$ cat src/rtl/gf180mcu_ocd_io__pad_pkg.sv
// Shared types for the bidirectional pad controller:
// mode/pull encodings, FSM states and the captured pad config.
package gf180mcu_ocd_io__pad_pkg;

   typedef enum logic [1:0] {
      MODE_HIZ = 2'b00,
      MODE_IN  = 2'b01,
      MODE_OUT = 2'b10,
      MODE_ANA = 2'b11
   } mode_e;

   typedef enum logic [1:0] {
      PULL_NONE = 2'b00,
      PULL_DOWN = 2'b01,
      PULL_UP   = 2'b10,
      PULL_RSVD = 2'b11
   } pull_e;

   typedef enum logic [2:0] {
      S_HIZ  = 3'd0,
      S_IN   = 3'd1,
      S_OUT  = 3'd2,
      S_ANA  = 3'd3,
      S_TURN = 3'd4
   } state_e;

   typedef struct packed {
      pull_e      pull;
      logic [1:0] drv;
      logic       slew;
      logic       schmitt;
   } cfg_t;

   // Last count of the input arm window (counts 0..ARM_LAST).
   localparam logic [1:0] ARM_LAST = 2'd2;

   function automatic state_e mode2state(mode_e m);
      unique case (m)
         MODE_IN:  return S_IN;
         MODE_OUT: return S_OUT;
         MODE_ANA: return S_ANA;
         default:  return S_HIZ;
      endcase
   endfunction

   // Returns {pu, pd}; the reserved code drives neither.
   function automatic logic [1:0] pull_bits(pull_e p);
      unique case (p)
         PULL_UP:   return 2'b10;
         PULL_DOWN: return 2'b01;
         default:   return 2'b00;
      endcase
   endfunction

endpackage

$ cat src/rtl/gf180mcu_ocd_io__bi_ctrl_if.sv
// Mode/config request channel between core GPIO logic
// and the pad controller (valid/ready).
interface gf180mcu_ocd_io__bi_ctrl_if;

   logic [1:0] MODE;
   logic       MODE_VLD;
   logic       MODE_RDY;
   logic [1:0] PULL;
   logic [1:0] DRV;
   logic       SLEW;
   logic       SCHMITT;

   modport master (
      output MODE,
      output MODE_VLD,
      output PULL,
      output DRV,
      output SLEW,
      output SCHMITT,
      input  MODE_RDY
   );

   modport slave (
      input  MODE,
      input  MODE_VLD,
      input  PULL,
      input  DRV,
      input  SLEW,
      input  SCHMITT,
      output MODE_RDY
   );

endinterface

$ cat src/rtl/gf180mcu_ocd_io__in_filt.sv
// Pad receive path: 2-flop synchronizer, arm window after
// entering input mode, debounce counter and DIN edge pulses.
module gf180mcu_ocd_io__in_filt
   import gf180mcu_ocd_io__pad_pkg::*;
#(
   parameter int unsigned DEB_CYC = 4
) (
   input  logic CLK,
   input  logic RST,
   input  logic en,
   input  logic Y,
   output logic DIN,
   output logic DIN_RISE,
   output logic DIN_FALL
);

   localparam logic [7:0] DEB_LIM = 8'(DEB_CYC);

   logic       sync1;
   logic       sync2;
   logic [1:0] arm_cnt;
   logic       armed;
   logic [7:0] cnt;

   // Synchronizer; flushed to 0 whenever the input path is off.
   always_ff @(posedge CLK) begin
      if (RST || !en) begin
         sync1 <= 1'b0;
         sync2 <= 1'b0;
      end else begin
         sync1 <= Y;
         sync2 <= sync1;
      end
   end

   // Arm window, debounce and pulses; DEB_CYC=0 updates on the first mismatch.
   always_ff @(posedge CLK) begin
      if (RST) begin
         arm_cnt  <= '0;
         armed    <= 1'b0;
         cnt      <= '0;
         DIN      <= 1'b0;
         DIN_RISE <= 1'b0;
         DIN_FALL <= 1'b0;
      end else begin
         DIN_RISE <= 1'b0;
         DIN_FALL <= 1'b0;
         if (!en) begin
            arm_cnt <= '0;
            armed   <= 1'b0;
            cnt     <= '0;
         end else if (!armed) begin
            if (arm_cnt == ARM_LAST) begin
               armed <= 1'b1;
               DIN   <= sync2;
            end else begin
               arm_cnt <= arm_cnt + 2'd1;
            end
         end else if (sync2 == DIN) begin
            cnt <= '0;
         end else if (cnt == DEB_LIM) begin
            DIN      <= sync2;
            cnt      <= '0;
            DIN_RISE <= sync2;
            DIN_FALL <= ~sync2;
         end else begin
            cnt <= cnt + 8'd1;
         end
      end
   end

endmodule

$ cat src/rtl/gf180mcu_ocd_io__bi_ctrl.sv
// Core-side controller for one bidirectional pad: mode FSM with
// break-before-make turnaround, config capture, registered pad pins.
module gf180mcu_ocd_io__bi_ctrl
   import gf180mcu_ocd_io__pad_pkg::*;
#(
   parameter int unsigned TURN_CYC = 2,
   parameter int unsigned DEB_CYC  = 4
) (
   input  logic       CLK,
   input  logic       RST,
   gf180mcu_ocd_io__bi_ctrl_if.slave req,
   input  logic       DOUT,
   output logic [1:0] CUR_MODE,
   output logic       DIN,
   output logic       DIN_RISE,
   output logic       DIN_FALL,
   output logic       OE,
   output logic       IE,
   output logic       A,
   output logic       PU,
   output logic       PD,
   output logic       SL,
   output logic       PDRV0,
   output logic       PDRV1,
   output logic       CS,
   input  logic       Y
);

   localparam logic [3:0] TURN_LAST = 4'(TURN_CYC - 1);

   state_e     state;
   state_e     nxt_state;
   mode_e      tgt;
   mode_e      nxt_tgt;
   mode_e      cur_mode;
   mode_e      nxt_cur;
   mode_e      req_mode;
   logic [3:0] tcnt;
   logic [3:0] nxt_tcnt;
   cfg_t       cfg;
   cfg_t       nxt_cfg;
   logic       rdy;
   logic       accept;
   logic       in_en;
   logic       nxt_oe;
   logic       nxt_ie;
   logic       nxt_pu;
   logic       nxt_pd;

   assign rdy          = (state != S_TURN);
   assign req.MODE_RDY = rdy;
   assign accept       = req.MODE_VLD & rdy;
   assign req_mode     = mode_e'(req.MODE);
   assign CUR_MODE     = cur_mode;
   assign in_en        = (state == S_IN);

   // Next state: hold in turnaround, else accept and capture.
   always_comb begin
      nxt_state = state;
      nxt_tgt   = tgt;
      nxt_cur   = cur_mode;
      nxt_tcnt  = tcnt;
      nxt_cfg   = cfg;
      if (state == S_TURN) begin
         if (tcnt == TURN_LAST) begin
            nxt_state = mode2state(tgt);
            nxt_cur   = tgt;
            nxt_tcnt  = '0;
         end else begin
            nxt_tcnt = tcnt + 4'd1;
         end
      end else if (accept) begin
         nxt_cfg.pull    = pull_e'(req.PULL);
         nxt_cfg.drv     = req.DRV;
         nxt_cfg.slew    = req.SLEW;
         nxt_cfg.schmitt = req.SCHMITT;
         if (req_mode != cur_mode) begin
            nxt_state = S_TURN;
            nxt_tgt   = req_mode;
            nxt_tcnt  = '0;
         end
      end
   end

   // Pad enables for the state being entered, so pins track state.
   always_comb begin
      nxt_oe = 1'b0;
      nxt_ie = 1'b0;
      nxt_pu = 1'b0;
      nxt_pd = 1'b0;
      unique case (nxt_state)
         S_HIZ: begin
            {nxt_pu, nxt_pd} = pull_bits(nxt_cfg.pull);
         end
         S_IN: begin
            nxt_ie           = 1'b1;
            {nxt_pu, nxt_pd} = pull_bits(nxt_cfg.pull);
         end
         S_OUT: begin
            nxt_oe = 1'b1;
         end
         default: begin
         end
      endcase
   end

   // FSM, turnaround counter and captured config.
   always_ff @(posedge CLK) begin
      if (RST) begin
         state    <= S_HIZ;
         tgt      <= MODE_HIZ;
         cur_mode <= MODE_HIZ;
         tcnt     <= '0;
         cfg      <= '0;
      end else begin
         state    <= nxt_state;
         tgt      <= nxt_tgt;
         cur_mode <= nxt_cur;
         tcnt     <= nxt_tcnt;
         cfg      <= nxt_cfg;
      end
   end

   // Registered pad control pins.
   always_ff @(posedge CLK) begin
      if (RST) begin
         OE    <= 1'b0;
         IE    <= 1'b0;
         A     <= 1'b0;
         PU    <= 1'b0;
         PD    <= 1'b0;
         SL    <= 1'b0;
         PDRV0 <= 1'b0;
         PDRV1 <= 1'b0;
         CS    <= 1'b0;
      end else begin
         OE    <= nxt_oe;
         IE    <= nxt_ie;
         A     <= DOUT;
         PU    <= nxt_pu;
         PD    <= nxt_pd;
         SL    <= nxt_cfg.slew;
         PDRV0 <= nxt_cfg.drv[0];
         PDRV1 <= nxt_cfg.drv[1];
         CS    <= nxt_cfg.schmitt;
      end
   end

   gf180mcu_ocd_io__in_filt #(
      .DEB_CYC (DEB_CYC)
   ) u_filt (
      .CLK      (CLK),
      .RST      (RST),
      .en       (in_en),
      .Y        (Y),
      .DIN      (DIN),
      .DIN_RISE (DIN_RISE),
      .DIN_FALL (DIN_FALL)
   );

endmodule

$ cat src/flat_wrapper.sv
// flat-port wrapper written by rule: the top's interface ports become plain ports
module gf180mcu_ocd_io__bi_ctrl_flat import gf180mcu_ocd_io__pad_pkg::*;
#(
   parameter int unsigned TURN_CYC = 2,
   parameter int unsigned DEB_CYC  = 4
)
  (CLK, RST, DOUT, CUR_MODE, DIN, DIN_RISE, DIN_FALL, OE, IE, A, PU, PD, SL, PDRV0, PDRV1, CS, Y, req_MODE, req_MODE_VLD, req_PULL, req_DRV, req_SLEW, req_SCHMITT, req_MODE_RDY);
  gf180mcu_ocd_io__bi_ctrl_if req_i ();
  input  logic CLK;
  input  logic RST;
  input  logic DOUT;
  output logic [1:0] CUR_MODE;
  output logic DIN;
  output logic DIN_RISE;
  output logic DIN_FALL;
  output logic OE;
  output logic IE;
  output logic A;
  output logic PU;
  output logic PD;
  output logic SL;
  output logic PDRV0;
  output logic PDRV1;
  output logic CS;
  input  logic Y;
  input wire logic [$bits(req_i.MODE)-1:0] req_MODE;
  input wire logic [$bits(req_i.MODE_VLD)-1:0] req_MODE_VLD;
  input wire logic [$bits(req_i.PULL)-1:0] req_PULL;
  input wire logic [$bits(req_i.DRV)-1:0] req_DRV;
  input wire logic [$bits(req_i.SLEW)-1:0] req_SLEW;
  input wire logic [$bits(req_i.SCHMITT)-1:0] req_SCHMITT;
  output wire logic [$bits(req_i.MODE_RDY)-1:0] req_MODE_RDY;
  assign req_i.MODE = req_MODE;
  assign req_i.MODE_VLD = req_MODE_VLD;
  assign req_i.PULL = req_PULL;
  assign req_i.DRV = req_DRV;
  assign req_i.SLEW = req_SLEW;
  assign req_i.SCHMITT = req_SCHMITT;
  assign req_MODE_RDY = req_i.MODE_RDY;
  gf180mcu_ocd_io__bi_ctrl #(.TURN_CYC(TURN_CYC), .DEB_CYC(DEB_CYC)) u_core (.CLK(CLK), .RST(RST), .req(req_i), .DOUT(DOUT), .CUR_MODE(CUR_MODE), .DIN(DIN), .DIN_RISE(DIN_RISE), .DIN_FALL(DIN_FALL), .OE(OE), .IE(IE), .A(A), .PU(PU), .PD(PD), .SL(SL), .PDRV0(PDRV0), .PDRV1(PDRV1), .CS(CS), .Y(Y));
endmodule
$ cat config.mk
export PLATFORM = sky130hd
export DESIGN_NAME = gf180mcu_ocd_io__bi_ctrl_flat
export DESIGN_NICKNAME = d
export VERILOG_FILES = /design/src/rtl/gf180mcu_ocd_io__pad_pkg.sv /design/src/rtl/gf180mcu_ocd_io__bi_ctrl_if.sv /design/src/rtl/gf180mcu_ocd_io__in_filt.sv /design/src/rtl/gf180mcu_ocd_io__bi_ctrl.sv /design/src/flat_wrapper.sv
export SDC_FILE = /design/constraint.sdc
export NUM_CORES = 1
export LEC_CHECK = 0
export CORE_MARGIN = 2
export CORE_UTILIZATION = 40
export DETAILED_ROUTE_END_ITERATION = 8
export MAX_ROUTING_LAYER = met4
export PLACE_DENSITY = 0.65
export SLEW_MARGIN = 20
export SYNTH_ARGS = -nofsm -noshare
export SYNTH_HDL_FRONTEND = slang
export SYNTH_SLANG_ARGS = --single-unit
$ cat constraint.sdc
create_clock -name CLK -period 2.25 [get_ports CLK]
set_input_delay 0.225 -clock CLK [delete_from_list [all_inputs] [get_ports CLK]]
set_output_delay 0.225 -clock CLK [all_outputs]
set_load 0.02 [all_outputs]
==> results.toml <==
[setup_path]
critPathCaptureType = "register"
path_class = "reg2reg"
r2r-end = "u_core.PD"
crit-reg2reg-launch = "u_core.state[2]"
cp_max_fo = 6
worstSetupStartpoint = "u_core.state[2]"
ff2ff_path_depth = 7
required_ns = 2.43
r2r_slack_ns = 0.34
cp.arrival_ns = 2.09
start_kind = "register"

[pwr]
power_frac_comb_pct = 10.5
p_sw_mw = 0.295
switching_share_pct = 23.4
ir_drop_v = 0.000370
powerDensity_mw_per_mm2 = 609
clockPowerShare_pct = 34.2
intPower_mw = 0.969
p_leak_nw = 0.766
p_seq_share_pct = 55.3

[sta]
slew_viol_final = 0
fin_skew_ns = 0.00342
fin_tns_setup_ns = 0
rsz0062_at_grt = "no"
tightest_slew_ns = 0.618
slew_headroom_pct = 58.2
finalCritPeriodShare_pct = 84.8
post-route-min-period_ns = 1.91
setup_violations = 0
fmaxAchievable_mhz = 524
fin_ws_ns = 0.342
hold_viol = 0

[clock_network]
ctsRootBufferMaster = "clkbuf_8"
clockBufferDepth = 2
htreeDepth = 2
path_clk_slew_ns = 0.07
cts.sinks = 38
numCtsBuffers = 5
clk_latency_ns = 0.28
cts_tree = "done"

[global_routing]
grt_pass1_vias = 1159
grt.total_usage_pct = 15.2
grt_max_degree = 25
grt_antenna_before_repair = 0
overflow = 0
grt_pass1_wl_mm = 5.11

[synth]
synth_cells = 184
synth_edf_count = 0
synth_cell_types = 39
ys_seq_elements = 38
ys.flop_type = "dfxtp_1"
syn_nets = 204
ys_seq_area_share_pct = 46.2
ys_warn_count = 0
yosysTopAreaCell = "dfxtp_1"
synth_area_leaders = "dfxtp_1, ha_1, a21oi_1"
synth.cell_area_mm2 = 0.00165
avgSynthCellArea_um2 = 8.96
async_flop_share_pct = 0
yosys.area.top_type_share_pct = 46.2

[route]
dr.pass1.iters = 4
drt-total-wl_mm = 3.13
vias = 1303
first_iter_violations = 109
vias_per_cell = 4.84
ant_nets = 0
wl_per_cell_um = 11.6
remaining_drc_errors = 0

[worst_hold_path]
hp-class = "reg2reg"
holdPathStages = 1
hold_start = "u_core.u_filt.sync1"
min_to = "u_core.u_filt.sync2"

[final_layout]
final_cell_mix = "dfxtp_1, clkdlybuf4s50_1, nand2_1"
diodes = 0
drive_gt1_share_pct = 7.76
area_growth_pct = 26.0
nets = 239
layout_commonest_cell = "dfxtp_1"

[floorplanning]
start_util_pct = 41.5
coreArea_mm2 = 0.00397
rows = 23
die_y_um = 68.2
die_x_um = 68.2
die_area_mm2 = 0.00465
io_pins = 28

[placement]
pre_cts_slack_ns = 0.193
hpwl_mm = 2.33
gp_congestion = 0.752
port_buffers = 27

[run_status]
outcome = "finished, final reports clean"

[flow_run]
cap_violations = 0
[cells by family (layout without fill, tap and decap cells)]
group / after synthesis / in the layout / share of synthesized area, %
buf+inv: 19 / 54 / 5.01
compound gates: 35 / 35 / 13.8
mux: 8 / 8 / 4.86
flops: 38 / 38 / 46.2
simple gates: 72 / 72 / 22.2
fa+ha+maj: 7 / 7 / 5.31
xor+xnor: 5 / 5 / 2.66
[per-layer routing]
metal | vias up | routed length, um | track usage [%]
met3 | 4 | 130 | 5.43
met1 | 571 | 1640 | 20.4
met4 | 0 | 46 | 5.25
li1 | 705 | - | -
met2 | 23 | 1310 | 21.0
met5 | - | 0 | -
[how the worst max path moves through the flow]
stage                           end  slack (ns)
2_1_floorplan             u_core.PD        0.13
3_3_place_gp   u_core.u_filt.cnt[6]        0.22
6_report                  u_core.PD        0.34
5_1_grt                   u_core.PD        0.09
4_1_cts                   u_core.PD        0.20
3_5_place_dp   u_core.u_filt.cnt[6]        0.19
[worst max-delay path: stages (launching register included)]
cell and delay [ns]:
dfxtp_1 0.38, nor3b_2 0.23, inv_2 0.05, nand2_1 0.19
mux2i_1 0.30, inv_1 0.07, ha_1 0.29, nor4b_1 0.30
[power by group through the flow]
stage / Combinational (mW) / Sequential (mW) / Clock (mW)
after CTS: 0.133 / 0.699 / 0.444
after global placement: 0.132 / 0.715 / 0
after global routing: 0.148 / 0.701 / 0.477
after floorplan: 0.0639 / 0.721 / 0
after detailed placement: 0.133 / 0.714 / 0
final: 0.132 / 0.699 / 0.433
[synth_stat cells, types with 2 or more instances]
cell	instances
a211oi_1	4
a21o_1	2
a21oi_1	16
and2_1	3
clkbuf_1	3
dfxtp_1	38
ha_1	7
inv_1	13
mux2i_1	8
nand2_1	18
nand2b_1	2
nand3_1	13
nand4_1	2
nor2_1	16
nor3_1	4
nor3b_1	3
nor4b_1	3
o21ai_1	3
or2_2	2
or3_1	2
xnor2_1	3
xor2_1	2
[layout make-up]
class	count	area [um^2]
clock buffers	7	76.3
fillers	378	1890
inverters	14	52.6
multi-input cells	127	810
flip-flops and latches	38	761
well taps	50	62.6
repair buffers	33	315
[stage by stage]
step           std cells  instance area [um^2]  utilization [%]  power, mW  hold slack, ns
3_5_place_dp         262                  2000             50.3      0.847           0.420
6_report             269                  2080             52.3       1.26           0.437
2_1_floorplan        184                  1650                -      0.785           0.347
4_1_cts              269                  2070             52.2       1.28           0.436
5_1_grt              269                  2080             52.3       1.32           0.469
3_3_place_gp         262                  2000             50.3      0.847           0.408
[state kept, by name, indices dropped and copies added (netlist names)]
signal	count
u_core.u_filt.DIN	1
u_core.IE	1
u_core.u_filt.cnt	8
u_core.u_filt.DIN_RISE	1
u_core.A	1
u_core.u_filt.sync2	1
u_core.u_filt.arm_cnt	2
u_core.PD	1
u_core.tgt	2
u_core.tcnt	4
u_core.u_filt.armed	1
u_core.CUR_MODE	2
u_core.OE	1
u_core.state	3
u_core.PU	1
u_core.u_filt.DIN_FALL	1
u_core.u_filt.sync1	1
u_core.CS	1
u_core.SL	1
u_core.cfg	4
[timing repair]
item | 4_1_cts | 5_1_grt
endpoints found under the setup margin | 0 | 1
hold buffers | 0 | 0
gates resized for setup | 0 | 1
setup buffers | 0 | 0
Power figures use the tool's default switching activity.
